<file path="src/rtl/cnn_result_collector.sv">
`default_nettype none
// ============================================================================
// Module   : cnn_result_collector
// Brief    : Joins NUM_OUT AXI-Stream CNN output words into one wide result beat.
//            Optional macro CNN_RESULT_COLLECTOR_ARGMAX_EN adds signed argmax/max outputs.
// Revision : 1.0  initial release
// ============================================================================
module cnn_result_collector #(
    parameter int PIXEL_BIT_WIDTH = 16,
    parameter int NUM_OUT         = 5
) (
    input  logic                               ap_clk,
    input  logic                               ap_rst,
    input  logic [NUM_OUT*PIXEL_BIT_WIDTH-1:0] cnn_output_TDATA,
    input  logic [NUM_OUT-1:0]                 cnn_output_TVALID,
    output logic [NUM_OUT-1:0]                 cnn_output_TREADY,
    output logic [NUM_OUT*PIXEL_BIT_WIDTH-1:0] result_TDATA,
    output logic                               result_TVALID,
    input  logic                               result_TREADY,
`ifdef CNN_RESULT_COLLECTOR_ARGMAX_EN
    output logic [2:0]                         result_argmax,
    output logic [PIXEL_BIT_WIDTH-1:0]         result_max,
`endif
    output logic [15:0]                        frame_count
);

    localparam int W  = PIXEL_BIT_WIDTH;
    localparam int DW = NUM_OUT * PIXEL_BIT_WIDTH;

    typedef enum logic [0:0] {
        COLLECT = 1'b0,
        EMIT    = 1'b1
    } state_t;

    state_t             state_q, state_d;
    logic [NUM_OUT-1:0] full_q, full_d;
    logic [NUM_OUT-1:0] ready_q, ready_d;
    logic [NUM_OUT-1:0] fire;
    logic [DW-1:0]      slot_q, slot_d;
    logic [15:0]        count_q, count_d;

    always_comb begin
        fire    = cnn_output_TVALID & ready_q;
        full_d  = full_q | fire;
        slot_d  = slot_q;
        state_d = state_q;
        count_d = count_q;
        for (int k = 0; k < NUM_OUT; k++) begin
            if (fire[k]) begin
                slot_d[k*W +: W] = cnn_output_TDATA[k*W +: W];
            end
        end
        case (state_q)
            COLLECT: begin
                if (&full_d) begin
                    state_d = EMIT;
                end
            end
            EMIT: begin
                if (result_TREADY) begin
                    state_d = COLLECT;
                    full_d  = '0;
                    count_d = count_q + 16'd1;
                end
            end
            default: state_d = COLLECT;
        endcase
        // Ready is registered from the next state so it stays low throughout reset.
        ready_d = (state_d == COLLECT) ? ~full_d : '0;
    end

    always_ff @(posedge ap_clk) begin
        if (ap_rst) begin
            state_q <= COLLECT;
            full_q  <= '0;
            ready_q <= '0;
            slot_q  <= '0;
            count_q <= '0;
        end else begin
            state_q <= state_d;
            full_q  <= full_d;
            ready_q <= ready_d;
            slot_q  <= slot_d;
            count_q <= count_d;
        end
    end

    assign cnn_output_TREADY = ready_q;
    assign result_TDATA      = slot_q;
    assign result_TVALID     = (state_q == EMIT);
    assign frame_count       = count_q;

`ifdef CNN_RESULT_COLLECTOR_ARGMAX_EN
    logic [2:0]          amax_idx;
    logic signed [W-1:0] amax_val;

    // Strict greater-than keeps the lowest index on ties.
    always_comb begin
        amax_idx = '0;
        amax_val = slot_q[0 +: W];
        for (int k = 1; k < NUM_OUT; k++) begin
            if ($signed(slot_q[k*W +: W]) > amax_val) begin
                amax_val = slot_q[k*W +: W];
                amax_idx = 3'(k);
            end
        end
    end

    assign result_argmax = amax_idx;
    assign result_max    = amax_val;
`endif

endmodule
`default_nettype wire

</file>
<file path="config.mk">
export PLATFORM = sky130hd
export DESIGN_NAME = cnn_result_collector
export DESIGN_NICKNAME = d
export VERILOG_FILES = /design/src/rtl/cnn_result_collector.sv
export SDC_FILE = /design/constraint.sdc
export NUM_CORES = 1
export LEC_CHECK = 0
export ABC_AREA = 1
export ABC_CLOCK_PERIOD_IN_PS = 1600
export CORE_ASPECT_RATIO = 1.1
export CORE_MARGIN = 1.5
export CORE_UTILIZATION = 41
export DETAILED_ROUTE_END_ITERATION = 10
export PLACE_DENSITY = 0.81
export SLEW_MARGIN = 20
export SYNTH_ARGS = -nofsm -noshare
export SYNTH_HDL_FRONTEND = slang
export SYNTH_SLANG_ARGS = --single-unit
</file>
<file path="constraint.sdc">
create_clock -name ap_clk -period 1.6 [get_ports ap_clk]
set_clock_uncertainty 0.1 [all_clocks]
set_input_delay 0.16 -clock ap_clk [delete_from_list [all_inputs] [get_ports ap_clk]]
set_output_delay 0.16 -clock ap_clk [all_outputs]
set_load 0.1 [all_outputs]
</file>
## Word level (Yosys, flattened, before mapping)

Cells that the tools add are included.

- Add/sub/neg operators: 1
- Multiply operators: 0
- Div/mod/pow operators: 0
- Order comparisons: 0
- Eq/ne operators: 0
- Shift-type cells: 0
- Mux-type cells: 5
- Bitwise operators: 4
- Reductions and logical operators: 3

Operators with widths:

| cell | count |
|---|---|
| $add 16x1->16 const B | 1 |
| $mux 5 | 2 |
| $and 5x5->5 | 1 |
| $not 5->5 | 1 |
| $or 5x5->5 | 1 |
| $reduce_and 5->1 | 1 |
| $mux 1 | 2 |
| $pmux 1 s2 | 1 |
| $reduce_and 2->1 | 1 |
| $reduce_or 2->1 | 1 |
| $not 1->1 | 1 |

- Register bits: 107
- Bits in latches: 0
- Bits in writable memories: 0
- Bits in read-only memories: 0
- Input port bits: 88
- Output and inout port bits: 102
- Word-level logic and storage cells: 22
- Memories kept: 0

## Logic depth before layout (Yosys ltp)

Gate-level depths: netlist of run 1.

- Depth after elaboration: 6
- Mapped depth: 9
- Depth with buffers taken out: 8

## Least setup slack after synthesis of run 1

Ideal clock, no wire load.

- Kind: register to register
- From: reg count_q[1], in the netlist frame_count[1]
- To: reg count_q[14], in the netlist frame_count[14]
- Library setup time: 0.113 ns
- Data arrival time: 1.926 ns
- Data required time: 1.387 ns
- Path slack: -0.539 ns
- Cell stages (with the launch flop): 7
- Path buffers: 0
- Period minus slack after synthesis: 2.139 ns
- Cell sequence: dfxtp_1 ha_1 nand3_2 nor3_4 nand3_1 nor2_1 nor2_1

- Cells in the longest elaborated chain, start to end: 1

RTL lines:

| item | line | RTL |
|---|---|---|
| from (decl) | 40 | `logic [15:0] count_q, count_d;` |
| from (signal assigned) | 84 | `count_q <= count_d;` |
| $add 16x1->16 | 63 | `count_d = count_q + 16'd1;` |

Every way passes these cells.
A chain may end at the register's enable or synchronous reset.

## Final worst setup path of run 1

Same ends and word-level chain as after synthesis.

==> results of run 1 <==
layout make-up:
cell class,instances,area [µm²],share of cell area [%]
Sequential cell,107,2180,29.6
Tap cell,117,146,1.99
Clock inverter,3,45.0,0.612
Inverter,34,133,1.80
Multi-Input combinational cell,357,1580,21.4
Timing Repair Buffer,208,3120,42.4
Clock buffer,12,166,2.26
sequential cells by signal, summed over array words and instances, names as in the netlist:
name and flops:
cnn_output_TREADY 5, frame_count 16, full_q 5, result_TDATA 80
result_TVALID 1
kinds of logic (layout without fill, tap and decap cells):
| group | Yosys count | after routing | synth area share [%] |
|---|---|---|---|
| adder cells (fa/ha/maj) | 1 | 1 | 0.317 |
| AND/OR/NAND/NOR | 258 | 258 | 26.8 |
| AO/OA/AOI/OAI | 98 | 98 | 12.5 |
| buffers and inverters | 56 | 257 | 6.12 |
| flip-flops | 107 | 107 | 54.2 |
synth_stat cells (all sizes together):
cell type and n:
nor2 194, dfxtp 107, o21ai 86, nand2 46
inv 33, buf 12, nand3 12, a21oi 10
clkbuf 10, nor3 4, clkinv 1, ha 1
nand4 1, o21a 1, o21bai 1, or2 1
power groups by stage:
| stage | Sequential [mW] | Combinational [mW] | Clock, mW |
|---|---|---|---|
| floorplan | 4.14 | 0.333 | 0 |
| global placement | 3.06 | 2.47 | 0 |
| detailed placement | 3.07 | 2.51 | 0 |
| CTS | 3.01 | 2.52 | 1.77 |
| global route | 3.03 | 2.62 | 1.89 |
| finish | 3.01 | 2.51 | 1.75 |
layout by cell type (no fill, tap or decap), types with 4 or more instances in the layout:
cell type	synthesis	routed
a21oi_1	10	10
buf_12	0	107
buf_4	2	14
clkbuf_8	0	10
clkdlybuf4s50_1	0	87
dfxtp_1	107	86
dfxtp_2	0	18
inv_1	31	31
nand2_1	41	40
nand2_2	4	5
nand3_1	10	8
nand3_2	2	4
nor2_1	190	190
o21ai_0	86	86
layer usage:
metal	GRT usage [%]	share of wire [%]	vias to the layer above
li1	-	-	2024
met1	27.0	37	1876
met2	43.0	52	167
met3	6.65	8.4	20
met4	8.18	1.7	0
met5	0	0	-
path summary, 6_finish.rpt:
path	to	slack, ns	cells past startpoint	from
worst max-delay path	frame_count[14]$_SDFFE_PP0P_	0.09	8	frame_count[1]$_SDFFE_PP0P_
worst min-delay path	result_TDATA[10]$_SDFFE_PP0P_	0.32	3	cnn_output_TDATA[10]
worst max register to register	frame_count[14]$_SDFFE_PP0P_	0.09	8	frame_count[1]$_SDFFE_PP0P_
worst min register to register	frame_count[6]$_SDFFE_PP0P_	0.41	1	frame_count[6]$_SDFFE_PP0P_
worst min-delay path, delay by kind of cell:
kind	cells	cell delay, ns
buf+inv	1	0.39
simple gates	1	0.04
compound gates	1	0.15
per-stage QoR:
stage	total power, mW	TNS (ns)	util [%]	std cells
final	7.26	0	78.7	838
after global routing	7.54	-0.0556	78.7	838
after CTS	7.30	0	78.5	837
after detailed placement	5.58	-0.160	76.3	822
after global placement	5.53	-0.0546	76.3	822
after floorplan	4.47	0	-	520
timing repair:
action | CTS | global route
endpoints found under the setup margin | 0 | 3
buffers inserted | 0 | 1
gates resized for setup | 0 | 3
hold endpoints to repair | 0 | 0
==> results.cfg, run 1 <==
[drt]
dr_total_vias = 4087
wl_per_cell_um = 14.4
drc = 0
drtIter0Drc = 175
ant_nets = 0
wirelength_um = 12100
dr.pass1.iters = 4
viasPerCell = 4.88

[timing]
fmax_ghz = 0.661
hold_viol_final = 0
setup_viol = 0
worst-slew-pin-transition_ns = 0.306
slew_headroom_pct = 79.6
finalHoldWorstSlack_ns = 0.316
setup_slack_ns = 0.0869
finalCritPeriodShare_pct = 94.6
post-route-min-period_ns = 1.51
slew_violations = 0

[die]
floorplan.initialDensity_pct = 42.2
core-area_mm2 = 0.00935
die_h_um = 106
io-pin-count = 190
dieArea_mm2 = 0.0102
row_count = 37
die_w_um = 96.6

[synthesis]
ys_warn_count = 0
ys_seq_area_share_pct = 54.2
synth_area_mm2 = 0.00395
synth.largest_area_cell = dfxtp_1
ys_seq_elements = 107
synth.top_cell.area_share_pct = 54.2
ys_top_cells_by_area = dfxtp_1 54%, nor2_1 18%, o21ai_0 11%
syn-num-nets = 609
yosysUniqueCellTypes = 25
synthCells = 520
syn_avg_cell_area_um2 = 7.59

[global_route]
grt_max_degree = 32
grt_util_all_layers_pct = 24.1
grt_pass1_vias = 4173
overflow = 0
antenna_found_initial = 0
grt_pass1_wl_um = 19300

[placed_design]
placed_area_mm2 = 0.00713
hpwl_um = 9410
io_buffers = 189
gp_congestion = 0.798
place_ws_ns = -0.0821

[cells_and_area]
nFillCells = 604
nets = 806
final_area_mm2 = 0.00736
area_growth_pct = 86.4
drive_above_1_share_pct = 24.3
num_antenna_cells = 0

[pwr]
p_seq_share_pct = 41.5
pwr-share-clk_pct = 24.0
comb_power_share_pct = 34.5
p_leak_nw = 3.03
irDropWorstVdd_mv = 0.522
power_density_mw_per_mm2 = 986
netSwitchingPower_mw = 2.62
internal-power_mw = 4.64
swShare_pct = 36.1

[worst_setup_path]
cp_cell_sequence = ha_1, nand3_2, nor3_4, buf_4, nand3_2, nand2_1, nand2_1, nor2_1
arrival_ns = 1.71
cp.buffers_inverters = 1
startpoint_type = flop
end_kind = flop
worstPathRequired_ns = 1.80
cp_slowest_stage_delay_ns = 0.40
path_class = reg -> reg
worst_path_dominant_cell_family = simple AND/OR/NAND/NOR gates
crit_fanout = 7
critPathSlowestCell = dfxtp_4

[clocking]
cts.sinks = 107
cts_buffers = 9
clk_latency_ns = 0.36
cts_tree = built
cts_root_buffer = clkbuf_8
cts_hold_buf = 0
clockBufferDepth = 2
cts.clk_slew.worst_paths_ns = 0.10
htree_levels = 3

[flow_run]
drv_cap = 0

[worst_hold_path]
hold_class = in -> reg

[run_status]
status = finished clean
Note: power is estimated with default switching activity, not from simulation.
==> inputs of run 2 (changes only) <==
--- a/config.mk
+++ b/config.mk
@@ -12,7 +12,9 @@
 export CORE_UTILIZATION = 41
 export DETAILED_ROUTE_END_ITERATION = 10
 export PLACE_DENSITY = 0.81
+export SKIP_LAST_GASP = 1
 export SLEW_MARGIN = 20
 export SYNTH_ARGS = -nofsm -noshare
 export SYNTH_HDL_FRONTEND = slang
 export SYNTH_SLANG_ARGS = --single-unit
+export TNS_END_PERCENT = 50
==> results of run 2 <==
The final DEF is identical to that of run 1; final timing and power are the same.
